$ cat src/rtl/led_pattern_engine.sv
// LED pattern engine: prescaled (or single-stepped) advance ticks drive a
// one-hot rotate, ping-pong, bar-fill or blink-all pattern on NUM_LEDS LEDs.
module led_pattern_engine #(
  parameter int NUM_LEDS = 7,
  parameter int DIV_W    = 24
) (
  input  logic                clk,
  input  logic                rst_n,
  input  logic                enable,
  input  logic                step,
  input  logic [1:0]          mode,
  input  logic                dir,
  input  logic [DIV_W-1:0]    div_max,
  output logic [NUM_LEDS-1:0] led,
  output logic                tick,
  output logic                wrap
);

  localparam int PW = $clog2(NUM_LEDS + 1);
  localparam logic [PW-1:0]       POS_MAX = PW'(NUM_LEDS);
  localparam logic [NUM_LEDS-1:0] ONE     = {{(NUM_LEDS-1){1'b0}}, 1'b1};
  localparam logic [NUM_LEDS-1:0] TOP     = {1'b1, {(NUM_LEDS-1){1'b0}}};
  localparam logic [NUM_LEDS-1:0] ALL     = {NUM_LEDS{1'b1}};

  typedef enum logic [1:0] {
    SHIFT  = 2'b00,
    BOUNCE = 2'b01,
    FILL   = 2'b10,
    BLINK  = 2'b11
  } mode_e;

  logic [DIV_W-1:0]    cnt;
  logic [PW-1:0]       pos;
  mode_e               mode_q;
  logic                bounce_up;
  logic                adv;
  logic [NUM_LEDS-1:0] shift_nxt;
  logic                bnc_go_up;
  logic [NUM_LEDS-1:0] bnc_nxt;
  logic                fill_last;
  logic [PW-1:0]       pos_inc;

  // Bar of k lit LEDs, packed from bit0 (d=0) or from the top LED (d=1).
  function automatic logic [NUM_LEDS-1:0] fill_pat(input logic [PW-1:0] k, input logic d);
    logic [NUM_LEDS-1:0] p;
    p = '0;
    for (int i = 0; i < NUM_LEDS; i++) begin
      if (d) p[i] = (i >= (NUM_LEDS - int'(k)));
      else   p[i] = (i < int'(k));
    end
    return p;
  endfunction

  // First pattern shown when a mode is (re)entered.
  function automatic logic [NUM_LEDS-1:0] start_pat(input mode_e m, input logic d);
    logic [NUM_LEDS-1:0] p;
    case (m)
      SHIFT:   p = d ? TOP : ONE;
      BOUNCE:  p = ONE;
      FILL:    p = '0;
      default: p = ALL;
    endcase
    return p;
  endfunction

  // Advance source and next-pattern candidates for the current LED state.
  always_comb begin
    adv       = enable ? (cnt >= div_max) : step;
    shift_nxt = dir ? {led[0], led[NUM_LEDS-1:1]} : {led[NUM_LEDS-2:0], led[NUM_LEDS-1]};
    // Forced upward from bit0 and downward from the top so a stale flag cannot stall the walk.
    bnc_go_up = led[0] | (bounce_up & ~led[NUM_LEDS-1]);
    bnc_nxt   = bnc_go_up ? {led[NUM_LEDS-2:0], 1'b0} : {1'b0, led[NUM_LEDS-1:1]};
    fill_last = (pos >= POS_MAX);
    pos_inc   = pos + 1'b1;
  end

  // Prescaler: free-runs while enabled, frozen otherwise.
  always_ff @(posedge clk or negedge rst_n) begin
    if (!rst_n) begin
      cnt <= '0;
    end else if (enable) begin
      cnt <= adv ? '0 : cnt + 1'b1;
    end
  end

  // Pattern state machine: mode/dir are only looked at on advance edges.
  always_ff @(posedge clk or negedge rst_n) begin
    if (!rst_n) begin
      pos       <= '0;
      mode_q    <= SHIFT;
      bounce_up <= 1'b1;
      led       <= ONE;
      tick      <= 1'b0;
      wrap      <= 1'b0;
    end else begin
      tick <= adv;
      wrap <= 1'b0;
      if (adv) begin
        if (mode_e'(mode) != mode_q) begin
          mode_q    <= mode_e'(mode);
          pos       <= '0;
          bounce_up <= 1'b1;
          led       <= start_pat(mode_e'(mode), dir);
        end else begin
          case (mode_q)
            SHIFT: begin
              led  <= shift_nxt;
              wrap <= (shift_nxt == (dir ? TOP : ONE));
            end
            BOUNCE: begin
              led       <= bnc_nxt;
              bounce_up <= bnc_go_up ? ~bnc_nxt[NUM_LEDS-1] : bnc_nxt[0];
              wrap      <= ~bnc_go_up & (bnc_nxt == ONE);
            end
            FILL: begin
              if (fill_last) begin
                pos  <= '0;
                led  <= '0;
                wrap <= 1'b1;
              end else begin
                pos <= pos_inc;
                led <= fill_pat(pos_inc, dir);
              end
            end
            default: begin
              if (&led) begin
                led <= '0;
              end else begin
                led  <= ALL;
                wrap <= 1'b1;
              end
            end
          endcase
        end
      end
    end
  end

endmodule

$ cat config.mk
export PLATFORM = sky130hd
export DESIGN_NAME = led_pattern_engine
export DESIGN_NICKNAME = d
export VERILOG_FILES = /design/src/rtl/led_pattern_engine.sv
export SDC_FILE = /design/constraint.sdc
export NUM_CORES = 1
export LEC_CHECK = 0
export ABC_AREA = 1
export CORE_ASPECT_RATIO = 0.8
export CORE_MARGIN = 2
export CORE_UTILIZATION = 49
export DETAILED_ROUTE_END_ITERATION = 10
export MAX_ROUTING_LAYER = met4
export PLACE_DENSITY_LB_ADDON = 0.2
export RECOVER_POWER = 50
export SETUP_SLACK_MARGIN = 0.02
export SLEW_MARGIN = 0
export SYNTH_ARGS = -nofsm -noshare
export SYNTH_HDL_FRONTEND = slang
export SYNTH_SLANG_ARGS = --single-unit
$ cat constraint.sdc
create_clock -name clk -period 1.8 [get_ports clk]
set_input_delay 0.18 -clock clk [delete_from_list [all_inputs] [get_ports clk]]
set_output_delay 0.18 -clock clk [all_outputs]
set_load 0.01 [all_outputs]
==> results of run 1 <==
## sequential cells by signal, summed over array words and instances, names as in the netlist
signal / count
bounce_up: 1
cnt: 24
led: 7
mode_q: 2
pos: 3
tick: 1
wrap: 1
## metrics by stage
stage	worst slack (ns)	utilization (%)	hold slack, ns
after floorplan	0.0840	-	-0.116
after global placement	-0.393	62.0	0.269
after detailed placement	-0.434	62.0	0.266
after CTS	-0.0105	64.5	0.480
after global routing	-0.146	68.5	0.500
final	-0.000715	68.5	0.475
## layout by cell type, fill, tap and decap left out, drive strengths merged
cell type / count
nand2: 173
inv: 70
buf: 57
nor2: 40
dfrtp: 37
clkdlybuf4s50: 36
nand3: 33
ha: 31
o21ai: 28
a21oi: 15
nand4: 13
xor2: 13
o211ai: 9
clkbuf: 7
o22ai: 6
nor3: 6
xnor2: 4
o21bai: 2
dfstp: 2
dlymetal6s2s: 2
or2: 2
a21o: 1
o311ai: 1
mux2i: 1
nand3b: 1
a31oi: 1
a31o: 1
bufinv: 1
clkinv: 1
dlygate4sd3: 1
## Yosys cell counts, drive strengths merged (2+ instances only)
cell type / instances / area [sq um]
nand2: 173 / 667
inv: 70 / 265
nor2: 40 / 183
dfrtp: 37 / 926
nand3: 33 / 165
ha: 31 / 388
o21ai: 28 / 140
a21oi: 15 / 86.3
nand4: 13 / 81.3
xor2: 13 / 114
o211ai: 9 / 67.6
buf: 6 / 51.3
nor3: 6 / 30.0
o22ai: 6 / 37.5
xnor2: 4 / 35.0
clkbuf: 3 / 11.3
dfstp: 2 / 52.6
o21bai: 2 / 15.0
or2: 2 / 12.5
## power breakdown
group	leakage (nW)	internal, W	switching [W]
Clock	0.0612	0.000449	0.000327
Combinational	1.77	0.000754	0.000858
Sequential	0.509	0.00103	0.000146
## what timing repair did
action / in CTS / in global routing
pin swaps: 4 / 14
hold endpoints to repair: 37 / 0
endpoints found under the setup margin: 38 / 39
hold buffers: 1 / 0
resized for setup: 11 / 46
buffers inserted: 1 / 6
## final timing paths
path / to / slack (ns) / depth (start not counted)
setup / recovery: led[1] / -0.0007 / 13
hold / removal: bounce_up / 0.47 / 2
setup reg to reg: led[1] / -0.0007 / 13
hold reg to reg: bounce_up / 0.47 / 2
max in group asynchronous: cnt[0] / 0.53 / 3
min in group asynchronous: cnt[16] / 0.66 / 3
## worst max-delay path: cells and delay by family (launching register included)
family | cells | cell delay [ns]
buf+inv | 2 | 0.10
simple gates | 9 | 0.68
flops | 1 | 0.40
compound gates | 1 | 0.23
fa+ha+maj | 1 | 0.27
## routing by layer
| metal | vias up | GRT usage, % | routed length [microns] |
|---|---|---|---|
| li1 | 1799 | - | - |
| met1 | 1565 | 34.4 | 4410 |
| met2 | 85 | 37.0 | 3870 |
| met3 | 2 | 3.29 | 492 |
| met4 | 0 | 3.38 | 17 |
| met5 | - | - | 0 |
## cells by family after synthesis
kind of cell / Yosys count / synth area share [%]
AND/OR/NAND/NOR: 268 / 34.2
buffers and inverters: 79 / 9.67
AO/OA/AOI/OAI: 64 / 11.1
flip-flops: 39 / 28.9
adder cells (fa/ha/maj): 31 / 11.4
XOR/XNOR: 17 / 4.39
multiplexers: 1 / 0.295
## final cells by class
class / count / area [sq um] / area share (%)
Timing Repair Buffer: 97 / 850 / 18.3
Multi-Input combinational cell: 381 / 2330 / 50.0
Inverter: 70 / 270 / 5.81
Clock inverter: 2 / 35.0 / 0.753
Clock buffer: 6 / 82.6 / 1.78
Tap cell: 87 / 109 / 2.34
Sequential cell: 39 / 978 / 21.0
==> metrics.csv, run 1 <==
metric,value,unit
die height,78.4,microns
RSZ-0062 raised after global routing,true,
"Max FO, Critical Path",15,
Inst Count DP,666,
Final #Nets,656,
"Top FF cell, synth",dfrtp_1,
mapped cell area,0.00339,sq mm
worst skew pair latency,0.29,ns
Mapped Cells,499,
Setup crit end kind,flop,
Yosys reg bits,39,
die extent in x,97.0,microns
Worst Skew,0.00662,ns
status,"complete, but fails checks",
WP data arrival,1.98,ns
first-pass GRT wire length,14.6,mm
Synth Net Count,561,
CP peak stage delay,0.40,ns
peak supply drop,0.513,mV
failing checks,negative setup slack,
largest net degree at the start of global routing,40,
Post-DP Area,0.00421,sq mm
Most common cell on crit path,nand2_1,
CTS max path bufs,2,
fillcell total,577,
Initial Util,49.9,%
Die Area,0.00760,sq mm
Slew @ Worst Pin,0.986,ns
total wire length,8.79,mm
DP Wirelength,6.65,mm
# port buffers,39,
ratio of cells with drive above 1 in the final layout,21.2,%
global router's overall resource usage,23.9,%
Yosys warning count,0,
DR vias,3451,
worst min path class,flop to flop,
CTS tree,done,
DR vias/cell,5.06,
Root Buffer,clkbuf_8,
crit path kind,flop to flop,
Power Total,0.00356,W
Post-synth EDFFs,0,
Post-route DRC,0,
fin crit share,100,%
HP Start,bounce_up,
Initial DRC Count,203,
synthesis-to-finish area growth,37.2,%
PwrDens,766,mW/mm^2
leakage power,2.34,nW
sequential area share after synthesis,28.9,%
Post-Syn Area per Cell,6.79,sq um
H-tree depth,2,
worst r2r src,cnt[10],
core area,0.00679,sq mm
design area,0.00465,sq mm
routability cong.,0.905,
number of routed nets with antenna violations,0,
Final Setup Violations,1,
final worst path period need,1.80,ns
Antenna diodes,0,
Ports,40,
Max Clock Freq,0.555,GHz
Post-Route Setup TNS,-0.000715,ns
FP Rows,27,
WL per Instance,12.9,microns
CP max stage cell,dfrtp_1,
Setup WS post-layout,-0.000715,ns
"critical path, cell by cell",ha_1 -> nand2_1 -> inv_1 -> nand2_1 -> nand2_1 -> nand2_1 -> nand2_2 -> a21oi_4 -> nand2_8 -> nand2_8 -> inv_6 -> nand2_1 -> nand2_1,
crit path launch,cnt[10],
CTS Buf Count,5,
Critical Path RT,1.98,ns
CTS Sinks,39,
DR pass1 iterations,4,
MaxCap Viol Count,0,
remaining global-route overflow,0,
final hold violations,0,
Clock transition at path regs,0.08,ns
Finished Layout Cells,682,
Max-slew headroom,34.2,%
count of cell types in the netlist,36,
Final Slew Violations,0,
CP Launch Type,flop,
initial antenna violation count,0,
vias in the first global route,3210,
"Async S/R FF share, synth",100,%
No activity file was read; power rests on OpenSTA's default activity.
==> inputs of run 2 (changes only) <==
Settings changed: CORE_UTILIZATION 49 to 30, RECOVER_POWER 50 to 25.
==> run 2 against run 1 <==
Effect of this change: the flow still finishes with violations (negative setup slack); setup slack lost 0.0088 ns; critical path type is now primary input to flop; largest power group unchanged; cell area up 1.2%; clock skew shrank 0.0013 ns; clock-buffer cell count unchanged; highest routed layer unchanged; first-iteration DRC count is 4.4% lower; maximum frequency decreased by 0.49%; register-to-register slack is essentially flat.
==> metrics.csv, run 2 (synthesized netlist as in run 1, its figures left out) <==
metric,value,unit
Flop pwr share,31.3,%
switching portion of total power,35.4,%
Initial DRC Count,194,
Max Clock Freq,0.553,GHz
synthesis-to-finish area growth,38.9,%
final worst path period need,1.81,ns
RSZ-0062 raised after global routing,true,
worst min path class,flop to flop,
final hold violations,0,
H-tree depth,2,
Slew @ Worst Pin,1.27,ns
pre-CTS WS,-0.469,ns
die extent in x,123,microns
Sw Pwr,0.00134,W
FP Rows,34,
fillcell total,1131,
core area,0.0109,sq mm
Post-DP Area,0.00429,sq mm
peak supply drop,0.419,mV
DP Wirelength,7.15,mm
design area,0.00471,sq mm
CP Launch Type,primary input,
Critical Path RT,1.96,ns
Largest register FFs,24,
"Max FO, Critical Path",15,
Initial Util,31.0,%
HP Start,bounce_up,
FF/Latch Area,981,sq um
worst skew pair latency,0.28,ns
CTS tree,done,
routability cong.,0.867,
Top Registers,"cnt: 24 flops, led: 7 flops, pos: 3 flops",
# port buffers,39,
ratio of cells with drive above 1 in the final layout,20.1,%
leakage power,2.35,nW
CTS Buf Count,5,
Setup WS post-layout,-0.00954,ns
clock share of power,27.3,%
Comb power frac,41.4,%
remaining global-route overflow,0,
Antenna diodes,0,
status,"complete, but fails checks",
Final #Nets,654,
Setup crit end kind,flop,
Ports,40,
Root Buffer,clkbuf_16,
crit path launch,div_max[22],
CTS Sinks,39,
first-pass GRT wire length,15.4,mm
Final Setup Violations,5,
WHS,0.494,ns
Biggest register,cnt,
Die Area,0.0122,sq mm
Max-slew headroom,15.5,%
crit path kind,primary input to flop,
DR pass1 iterations,4,
most frequent cells in the layout,"nand2_1, inv_1, buf_4",
"most common cell after layout, fill and taps aside",nand2_1,
failing checks,negative setup slack,
fin crit share,101,%
DR vias/cell,4.58,
MaxCap Viol Count,0,
global router's overall resource usage,16.1,%
DR vias,3374,
largest net degree at the start of global routing,28,
area of the multi-input gates,0.00226,sq mm
Post-route DRC,0,
initial antenna violation count,0,
worst r2r src,cnt[19],
Clock transition at path regs,0.06,ns
vias in the first global route,3225,
cell internal pwr,0.00245,W
total wire length,9.08,mm
Worst Skew,0.00532,ns
WL per Instance,12.3,microns
WP data arrival,1.97,ns
Post-Route Setup TNS,-0.0305,ns
Final Slew Violations,0,
die height,99.1,microns
number of routed nets with antenna violations,0,
PwrDens,805,mW/mm^2
CTS max path bufs,2,
-- run 2: cell types whose count changed in the layout (fill, tap and decap cells not counted), sizes merged --
cell,previous run,this run
buf,57,55
clkdlybuf4s50,36,38
dlymetal6s2s,2,0
-- run 2: final timing paths --
| check | to | slack, ns | cells after the start |
|---|---|---|---|
| worst min-delay path | bounce_up | 0.49 | 2 |
| worst min register to register | bounce_up | 0.49 | 2 |
| worst max register to register | led[4] | -0.01 | 13 |
| worst max-delay path | led[4] | -0.01 | 13 |
| max in group asynchronous | cnt[21] | 0.26 | 2 |
| min in group asynchronous | cnt[16] | 0.70 | 2 |
-- run 2: area by class of cell --
type / instances / share of cell area, %
clock inverters: 2 / 0.744
multi-input cells: 381 / 48.1
inverters: 70 / 5.74
well taps: 144 / 3.83
clock buffers: 6 / 2.95
flip-flops and latches: 39 / 20.8
repair buffers: 95 / 17.8
-- run 2: critical path, stage by stage --
cell             delay, ns
clkdlybuf4s50_1       0.46
inv_1                 0.04
ha_1                  0.30
nand2_2               0.09
nor2_1                0.05
nor2_1                0.12
nand2_2               0.10
a21oi_4               0.21
nand2_8               0.12
nand2_8               0.14
inv_6                 0.05
nand2_1               0.05
nand2_1               0.05
-- run 2: metrics by stage --
step           utilization [%]  std cells  power, W
2_1_floorplan                -        499   0.00201
3_3_place_gp              39.3        723   0.00263
3_5_place_dp              39.3        723   0.00265
4_1_cts                   41.4        734   0.00373
5_1_grt                   43.1        737   0.00409
6_report                  43.1        737   0.00379
-- run 2: power by group through the flow --
| stage | combinational [W] | sequential [W] | clock [W] |
|---|---|---|---|
| 6_report | 0.00157 | 0.00119 | 0.00103 |
| 5_1_grt | 0.00178 | 0.00121 | 0.00110 |
| 4_1_cts | 0.00148 | 0.00118 | 0.00106 |
| 3_5_place_dp | 0.00146 | 0.00119 | 0 |
| 3_3_place_gp | 0.00144 | 0.00119 | 0 |
| 2_1_floorplan | 0.000794 | 0.00122 | 0 |
-- run 2: per-layer routing --
metal  global-route usage (%)  wire length (microns)  vias up
li1                         -                      -     1795
met1                     24.4                   4860     1510
met2                     22.9                   3790       67
met3                     2.84                    380        2
met4                     1.86                     40        0
met5                        -                      0        -
-- run 2: what timing repair did --
item                                   in CTS  in global routing
setup endpoints to repair                  38                 39
resized for setup                          13                 38
hold buffers                                1                  0
pin swaps                                   8                 20
endpoints found under the hold margin      18                  0
buffers inserted                            2                  3
gates cloned                                0                  0
